<file path="config.mk">
export PLATFORM = sky130hd
export DESIGN_NAME = quiz_seq_ctrl
export DESIGN_NICKNAME = d
export VERILOG_FILES = /design/src/rtl/quiz_pkg.sv /design/src/rtl/quiz_sort3.sv /design/src/rtl/quiz_seq_ctrl.sv
export SDC_FILE = /design/constraint.sdc
export NUM_CORES = 1
export LEC_CHECK = 0
export ABC_CLOCK_PERIOD_IN_PS = 6850
export CORE_AREA = 3 3 133 135
export DETAILED_ROUTE_END_ITERATION = 8
export DIE_AREA = 0 0 136 138
export MAX_ROUTING_LAYER = met4
export PLACE_DENSITY_LB_ADDON = 0.3
export SLEW_MARGIN = 5
export SYNTH_ARGS = -nofsm -noshare
export SYNTH_HDL_FRONTEND = slang
export SYNTH_HIERARCHICAL = 1
export SYNTH_SLANG_ARGS = --single-unit
</file>
<file path="constraint.sdc">
create_clock -name CLK -period 6.85 [get_ports CLK]
set_input_delay 1.37 -clock CLK [delete_from_list [all_inputs] [get_ports CLK]]
set_output_delay 1.37 -clock CLK [all_outputs]
set_load 0.05 [all_outputs]
</file>
<file path="src/rtl/quiz_pkg.sv">
// Shared types and constants for the quiz sequencer: state encoding, ROM record
// field positions, and the LFSR / key-legality helpers.
package quiz_pkg;

  localparam int IDX_W    = 4;
  localparam int REC_W    = 24;
  localparam int PROB_MSB = 23;
  localparam int PROB_LSB = 12;
  localparam int ANS_MSB  = 11;

  localparam logic [7:0] LFSR_SEED = 8'hA5;

  typedef enum logic [2:0] {
    IDLE, PICK, FETCH, LOAD, ANSWER, JUDGE, RESULT, DONE
  } state_e;

  // x^8 + x^6 + x^5 + x^4 + 1, shifting left
  function automatic logic [7:0] lfsr_step(input logic [7:0] v);
    return {v[6:0], v[7] ^ v[5] ^ v[4] ^ v[3]};
  endfunction

  function automatic logic key_legal(input logic [IDX_W-1:0] k);
    return (k >= 4'd1) && (k <= 4'd9);
  endfunction

endpackage

</file>
<file path="src/rtl/quiz_sort3.sv">
// Three-entry compare/swap sort into answer order: largest index in slot 0,
// zeros fall to the top slot, so the packed word reads ascending as hex.
module quiz_sort3
  import quiz_pkg::*;
(
  input  logic [3*IDX_W-1:0] ent_i,
  output logic [3*IDX_W-1:0] sorted_o
);

  logic [IDX_W-1:0] a0, a1, a2, b0, b1, c1, c2, d0, d1;

  always_comb begin
    a0 = ent_i[IDX_W-1:0];
    a1 = ent_i[2*IDX_W-1:IDX_W];
    a2 = ent_i[3*IDX_W-1:2*IDX_W];
    if (a1 > a0) begin b0 = a1; b1 = a0; end
    else         begin b0 = a0; b1 = a1; end
    if (a2 > b1) begin c1 = a2; c2 = b1; end
    else         begin c1 = b1; c2 = a2; end
    if (c1 > b0) begin d0 = c1; d1 = b0; end
    else         begin d0 = b0; d1 = c1; end
    sorted_o = {c2, d1, d0};
  end

endmodule

</file>
<file path="src/rtl/quiz_seq_ctrl.sv">
// Prime-factorization quiz sequencer: picks a question, loads the ROM record,
// collects key entries under a time limit, judges and keeps round/score.
// Define QUIZ_SEQ_NO_REPEAT_EN to forbid picking the previous question again.
module quiz_seq_ctrl
  import quiz_pkg::*;
#(
  parameter int Q_COUNT    = 8,
  parameter int NUM_ROUNDS = 5,
  parameter int TIME_LIMIT = 30,
  parameter int TICK_DIV   = 50_000_000
) (
  input  logic                 CLK,
  input  logic                 RST,
  input  logic                 START,
  input  logic                 KEY_VALID,
  input  logic [IDX_W-1:0]     KEY_IDX,
  input  logic                 KEY_CLR,
  input  logic                 KEY_ENT,
  input  logic [REC_W-1:0]     QUESTION,
  output logic [IDX_W-1:0]     NUM_OUT,
  output logic [11:0]          PROBLEM_BCD,
  output logic [3*IDX_W-1:0]   ENTRY,
  output logic [1:0]           ENTRY_CNT,
  output logic [7:0]           TIME_LEFT,
  output logic [3:0]           SCORE,
  output logic [3:0]           ROUND,
  output logic                 BUSY,
  output logic                 RESULT_VALID,
  output logic                 RESULT_OK,
  output logic                 GAME_DONE
);

  localparam int PW = (TICK_DIV > 1) ? $clog2(TICK_DIV) : 1;
  localparam logic [PW-1:0]    PRESC_MAX = PW'(TICK_DIV - 1);
  localparam logic [IDX_W-1:0] QMAX      = IDX_W'(Q_COUNT);
  localparam logic [7:0]       TL_INIT   = 8'(TIME_LIMIT);
  localparam logic [3:0]       RMAX      = 4'(NUM_ROUNDS);

  state_e                state_q, state_d;
  logic [7:0]            lfsr_q;
  logic [IDX_W-1:0]      num_q, num_d;
  logic [11:0]           prob_q, prob_d;
  logic [ANS_MSB:0]      ans_q, ans_d;
  logic [3*IDX_W-1:0]    ent_q, ent_d;
  logic [1:0]            cnt_q, cnt_d;
  logic [7:0]            tl_q, tl_d;
  logic [PW-1:0]         presc_q, presc_d;
  logic [3:0]            score_q, score_d;
  logic [3:0]            round_q, round_d;
  logic                  ok_q, ok_d;
  logic                  tmo_q, tmo_d;

  logic [IDX_W-1:0]      cand;
  logic                  cand_ok;
  logic                  wrap;
  logic                  key_ok;
  logic [3*IDX_W-1:0]    sorted;

  assign cand   = lfsr_q[IDX_W-1:0];
  assign wrap   = (presc_q == PRESC_MAX);
  assign key_ok = KEY_VALID && key_legal(KEY_IDX) && (cnt_q != 2'd3);

`ifdef QUIZ_SEQ_NO_REPEAT_EN
  logic [IDX_W-1:0] prev_q, prev_d;
  assign cand_ok = (cand != '0) && (cand <= QMAX) && (cand != prev_q);

  always_ff @(posedge CLK or posedge RST) begin
    if (RST) prev_q <= '0;
    else     prev_q <= prev_d;
  end

  always_comb begin
    prev_d = prev_q;
    if ((state_q == IDLE || state_q == DONE) && START) prev_d = '0;
    else if (state_q == PICK && cand_ok)               prev_d = cand;
  end
`else
  assign cand_ok = (cand != '0) && (cand <= QMAX);
`endif

  quiz_sort3 u_sort (
    .ent_i    (ent_q),
    .sorted_o (sorted)
  );

  always_ff @(posedge CLK or posedge RST) begin
    if (RST) begin
      state_q <= IDLE;
      lfsr_q  <= LFSR_SEED;
      num_q   <= '0;
      prob_q  <= '0;
      ans_q   <= '0;
      ent_q   <= '0;
      cnt_q   <= '0;
      tl_q    <= '0;
      presc_q <= '0;
      score_q <= '0;
      round_q <= '0;
      ok_q    <= 1'b0;
      tmo_q   <= 1'b0;
    end else begin
      state_q <= state_d;
      lfsr_q  <= lfsr_step(lfsr_q);
      num_q   <= num_d;
      prob_q  <= prob_d;
      ans_q   <= ans_d;
      ent_q   <= ent_d;
      cnt_q   <= cnt_d;
      tl_q    <= tl_d;
      presc_q <= presc_d;
      score_q <= score_d;
      round_q <= round_d;
      ok_q    <= ok_d;
      tmo_q   <= tmo_d;
    end
  end

  always_comb begin
    state_d = state_q;
    num_d   = num_q;
    prob_d  = prob_q;
    ans_d   = ans_q;
    ent_d   = ent_q;
    cnt_d   = cnt_q;
    tl_d    = tl_q;
    presc_d = presc_q;
    score_d = score_q;
    round_d = round_q;
    ok_d    = ok_q;
    tmo_d   = tmo_q;
    case (state_q)
      IDLE, DONE: begin
        if (START) begin
          score_d = '0;
          round_d = 4'd1;
          state_d = PICK;
        end
      end
      PICK: begin
        if (cand_ok) begin
          num_d   = cand;
          state_d = FETCH;
        end
      end
      FETCH: state_d = LOAD;
      LOAD: begin
        prob_d  = QUESTION[PROB_MSB:PROB_LSB];
        ans_d   = QUESTION[ANS_MSB:0];
        ent_d   = '0;
        cnt_d   = '0;
        tl_d    = TL_INIT;
        presc_d = '0;
        tmo_d   = 1'b0;
        state_d = ANSWER;
      end
      ANSWER: begin
        presc_d = wrap ? '0 : presc_q + 1'b1;
        if (wrap) tl_d = tl_q - 8'd1;
        // the last tick expiring beats every key action in the same cycle
        if (wrap && tl_q == 8'd1) begin
          tmo_d   = 1'b1;
          state_d = JUDGE;
        end else if (KEY_ENT) begin
          state_d = JUDGE;
        end else if (KEY_CLR) begin
          ent_d = '0;
          cnt_d = '0;
        end else if (key_ok) begin
          case (cnt_q)
            2'd0:    ent_d[IDX_W-1:0]         = KEY_IDX;
            2'd1:    ent_d[2*IDX_W-1:IDX_W]   = KEY_IDX;
            default: ent_d[3*IDX_W-1:2*IDX_W] = KEY_IDX;
          endcase
          cnt_d = cnt_q + 2'd1;
        end
      end
      JUDGE: begin
        ok_d = (sorted == ans_q) && !tmo_q;
        if (ok_d && score_q != 4'hF) score_d = score_q + 4'd1;
        presc_d = '0;
        state_d = RESULT;
      end
      RESULT: begin
        presc_d = presc_q + 1'b1;
        if (wrap) begin
          presc_d = '0;
          if (round_q == RMAX) begin
            state_d = DONE;
          end else begin
            round_d = round_q + 4'd1;
            state_d = PICK;
          end
        end
      end
      default: state_d = IDLE;
    endcase
  end

  assign NUM_OUT      = num_q;
  assign PROBLEM_BCD  = prob_q;
  assign ENTRY        = ent_q;
  assign ENTRY_CNT    = cnt_q;
  assign TIME_LEFT    = tl_q;
  assign SCORE        = score_q;
  assign ROUND        = round_q;
  assign BUSY         = (state_q != IDLE) && (state_q != DONE);
  assign RESULT_VALID = (state_q == RESULT);
  assign RESULT_OK    = ok_q;
  assign GAME_DONE    = (state_q == DONE);

endmodule

</file>
==> flow_summary.json, run 1 <==
{
  "pwr_density_cell_nw_per_um2": 166,
  "met1_usage_pct": 21.9,
  "routed_wl_um": 15300,
  "crit_fanout": 8,
  "cts_made_buffers": 9,
  "synth_nets": 621,
  "netlist-cell-type-count": 82,
  "ir_worst_vdd_mv": 0.110,
  "final_area_um2": 7160,
  "area_growth_pct": 23.7,
  "drt_iter0_drc": 289,
  "worstSkewPairLatency_ps": 350,
  "die_h_um": 138,
  "hold_class": "flip-flop to flip-flop",
  "synth_cells": 568,
  "final_layout_size_suffix_gt1_share_pct": 15.8,
  "synth-edff-count": 0,
  "grt_max_degree": 79,
  "fin_skew_ps": 7.86,
  "drc": 0,
  "antenna_found_initial": 0,
  "cp.required_ps": 7080,
  "r2r-start": "ENTRY[3]",
  "die_w_um": 136,
  "drv_cap": 0,
  "setup_viol": 0,
  "start_util_pct": 34.9,
  "top_usage_layer": "met2",
  "yosysSeqAreaShare_pct": 42.0,
  "diodes": 0,
  "gp_congestion": 0.844,
  "core-area_um2": 16600,
  "fin_crit_sh_pct": 94.1,
  "avgSynthCellArea_um2": 10.2,
  "p_leak_nw": 3.03,
  "status": "finished clean",
  "first_pass_iters": 7,
  "h-tree-depth": 3,
  "hold_viol": 0,
  "fin_nets": 705,
  "wl_per_cell_um": 17.4,
  "ys_seq_elements": 97,
  "fill_cells": 1614,
  "setup.worst_path.end_class": "flip-flop",
  "portBuffers": 83,
  "grt_pass1_wl_um": 25000,
  "cts_tree": "yes",
  "crit_family": "compound AO/OA/AOI/OAI gates",
  "grt_usage_pct": 17.0,
  "gr-total-overflow": 0,
  "seq_area_um2": 2430,
  "first_global_vias": 4796,
  "tightest_slew_ps": 976,
  "synthesis.area_um2": 5790,
  "cp-startpoint": "ENTRY[3]",
  "startpoint_type": "flip-flop",
  "ios": 84,
  "clkTransAtPathRegs_ps": 70,
  "rsz0062_at_grt": "no",
  "ys_warn_count": 6,
  "final_antenna_net_count": 0,
  "met3_usage_pct": 3.56,
  "multi_input_area_um2": 3130,
  "clkSinkCount": 97,
  "die_area_um2": 18800,
  "worstSetupPathType": "flip-flop to flip-flop",
  "path_buf_inv": 3,
  "crit_path_top_delay_cell": "dfrtp_1",
  "dp_hpwl_um": 11200,
  "tns_ps": 0,
  "cts_root_buf": "clkbuf_16",
  "grtUsageMet2_pct": 27.1,
  "hold_buffers": 0,
  "max_stage_delay_ps": 450,
  "min_period_ps": 6440,
  "final_max_slew_viol_count": 0,
  "relSlewSlack_pct": 35.0,
  "final_core_util_pct": 43.1,
  "max-clock-path-buffers": 2,
  "avgViaCountPerCell": 5.43,
  "fmax_ghz": 0.155,
  "rows": 47,
  "worstPathArrival_ps": 6670,
  "ys.flop_type": "dfrtp_1",
  "hold_start": "lfsr_q[6]",
  "holdWs_ps": 357,
  "placed_area_um2": 6840,
  "dr_total_vias": 4758,
  "async_flop_share_pct": 100
}
==> worst reg2reg max path, delay by kind of cell, from the launching register on <==
kind                       cells  cell delay [ps]
muxes                          2              720
xor gates and xnor gates       1              110
DFF                            1              450
adders and majority gates      3              950
and+or+nand+nor                8             1660
AOI/OAI and AO/OA              9             2030
buffers and inverters          3              410
==> cells in the final DEF (no fill, tap or decap), drive strengths merged, types with 3 or more instances in the layout <==
| cell | n |
|---|---|
| a21oi | 29 |
| o31ai | 3 |
| nor2b | 8 |
| xor2 | 21 |
| nand4 | 22 |
| and4 | 6 |
| xnor2 | 11 |
| or3 | 15 |
| nor4 | 12 |
| mux2i | 6 |
| clkdlybuf4s50 | 83 |
| nand2 | 36 |
| nand3 | 21 |
| and2 | 4 |
| a222oi | 4 |
| o21ai | 24 |
| clkbuf | 9 |
| inv | 30 |
| nor2 | 40 |
| buf | 10 |
| a31oi | 16 |
| clkinv | 3 |
| nor3 | 12 |
| o21a | 5 |
| nand2b | 7 |
| dfstp | 4 |
| ha | 19 |
| a211o | 7 |
| nand4b | 3 |
| o211a | 7 |
| o311ai | 3 |
| and3 | 11 |
| a22o | 13 |
| mux2 | 31 |
| dfrtp | 93 |
==> kinds of logic after synthesis <==
kind of cell | after synthesis | share of synthesized area, %
AND/OR/NAND/NOR | 209 | 21.8
multiplexers | 37 | 7.07
buffers and inverters | 48 | 3.91
XOR/XNOR | 32 | 4.84
adder cells (fa/ha/maj) | 19 | 4.11
flip-flops | 97 | 42.0
AO/OA/AOI/OAI | 126 | 16.2
==> flip-flops by register name, summed over array words and instances (netlist names) <==
register     cells
ENTRY           12
RESULT_OK        1
lfsr_q           8
TIME_LEFT        8
presc_q         26
state_q          3
SCORE            4
ENTRY_CNT        2
tmo_q            1
NUM_OUT          4
PROBLEM_BCD     12
ans_q           12
ROUND            4
==> per-layer routing <==
layer | wire (um) | up-vias | part of all wire, %
met5 | 0 | - | 0
met1 | 6820 | 2342 | 45
li1 | - | 2284 | -
met3 | 644 | 18 | 4.2
met4 | 250 | 0 | 1.6
met2 | 7590 | 114 | 50
==> report_power, final <==
part	leakage [nW]	switching [mW]	internal, mW	total (mW)
sequential	1.23	0.00705	0.582	0.589
combinational	1.65	0.0445	0.0348	0.0793
clock	0.147	0.230	0.287	0.517
total	3.03	0.282	0.903	1.18
==> synthesized netlist by cell type, types with 3 or more instances <==
cell	n	area, um^2
nor4_1	10	62.6
a211o_1	3	26.3
or3_2	3	22.5
nor2_1	39	146
nand3_1	18	90.1
xnor2_1	11	96.3
o21a_1	5	37.5
nand4_1	20	125
nor3_1	10	50.1
nand2b_1	7	43.8
o21ai_0	18	90.1
buf_2	8	40.0
inv_1	28	105
nor2b_1	7	43.8
a222oi_1	4	40.0
and4_1	4	35.0
ha_1	19	238
and3_1	10	62.6
a22o_1	13	114
mux2i_1	6	60.1
xor2_1	21	184
a211o_2	4	40.0
mux2_2	31	349
a31oi_1	16	100
o21ai_1	3	15.0
a21oi_1	28	140
nand2_1	35	131
dfstp_2	4	105
o211a_1	7	70.1
or3_1	12	75.1
dfrtp_1	93	2330
clkbuf_1	5	18.8
and2_1	4	25.0
buf_6	4	45.0
==> cell type report <==
class,instances,share of cell area (%)
Tap cell,220,3.85
Clock inverter,7,1.08
Sequential cell,97,34.0
Inverter,28,1.49
Clock buffer,9,3.15
Timing Repair Buffer,93,12.7
Multi-Input combinational cell,423,43.8
==> per-stage QoR <==
step / instances / power, mW / worst slack, ps
CTS: 876 / 1.20 / 266
global placement: 860 / 0.679 / 515
finish: 877 / 1.18 / 406
detailed placement: 860 / 0.680 / 296
floorplan: 568 / 0.638 / 404
global route: 877 / 1.23 / 11.4
==> final timing paths <==
path / endpoint / slack (ps) / depth (start not counted)
setup reg to reg: SCORE[1] / 410 / 26
min in group asynchronous: NUM_OUT[1] / 1300 / 2
hold reg to reg: lfsr_q[7] / 360 / 0
hold / removal: lfsr_q[7] / 360 / 0
max in group asynchronous: ENTRY[1] / 4210 / 3
setup / recovery: SCORE[1] / 410 / 26
==> timing repair <==
action                                  4_1_cts  5_1_grt
resized for setup                             0        4
buffers inserted                              0        1
endpoints found under the setup margin        0        4
Note: power is estimated with default switching activity, not from simulation.
==> run 2, diff against run 1 <==
- HOLD_SLACK_MARGIN: unset -> 0.08
==> results of run 2 <==
Same layout as run 1: the final DEF is identical, and so are final timing and power.
==> run 3, diff against run 2 <==
- CTS_CLUSTER_SIZE: unset -> 30
- HOLD_SLACK_MARGIN: 0.08 -> 0.02
==> results of run 3 <==
Same layout as run 1: the final DEF is identical, and so are final timing and power.
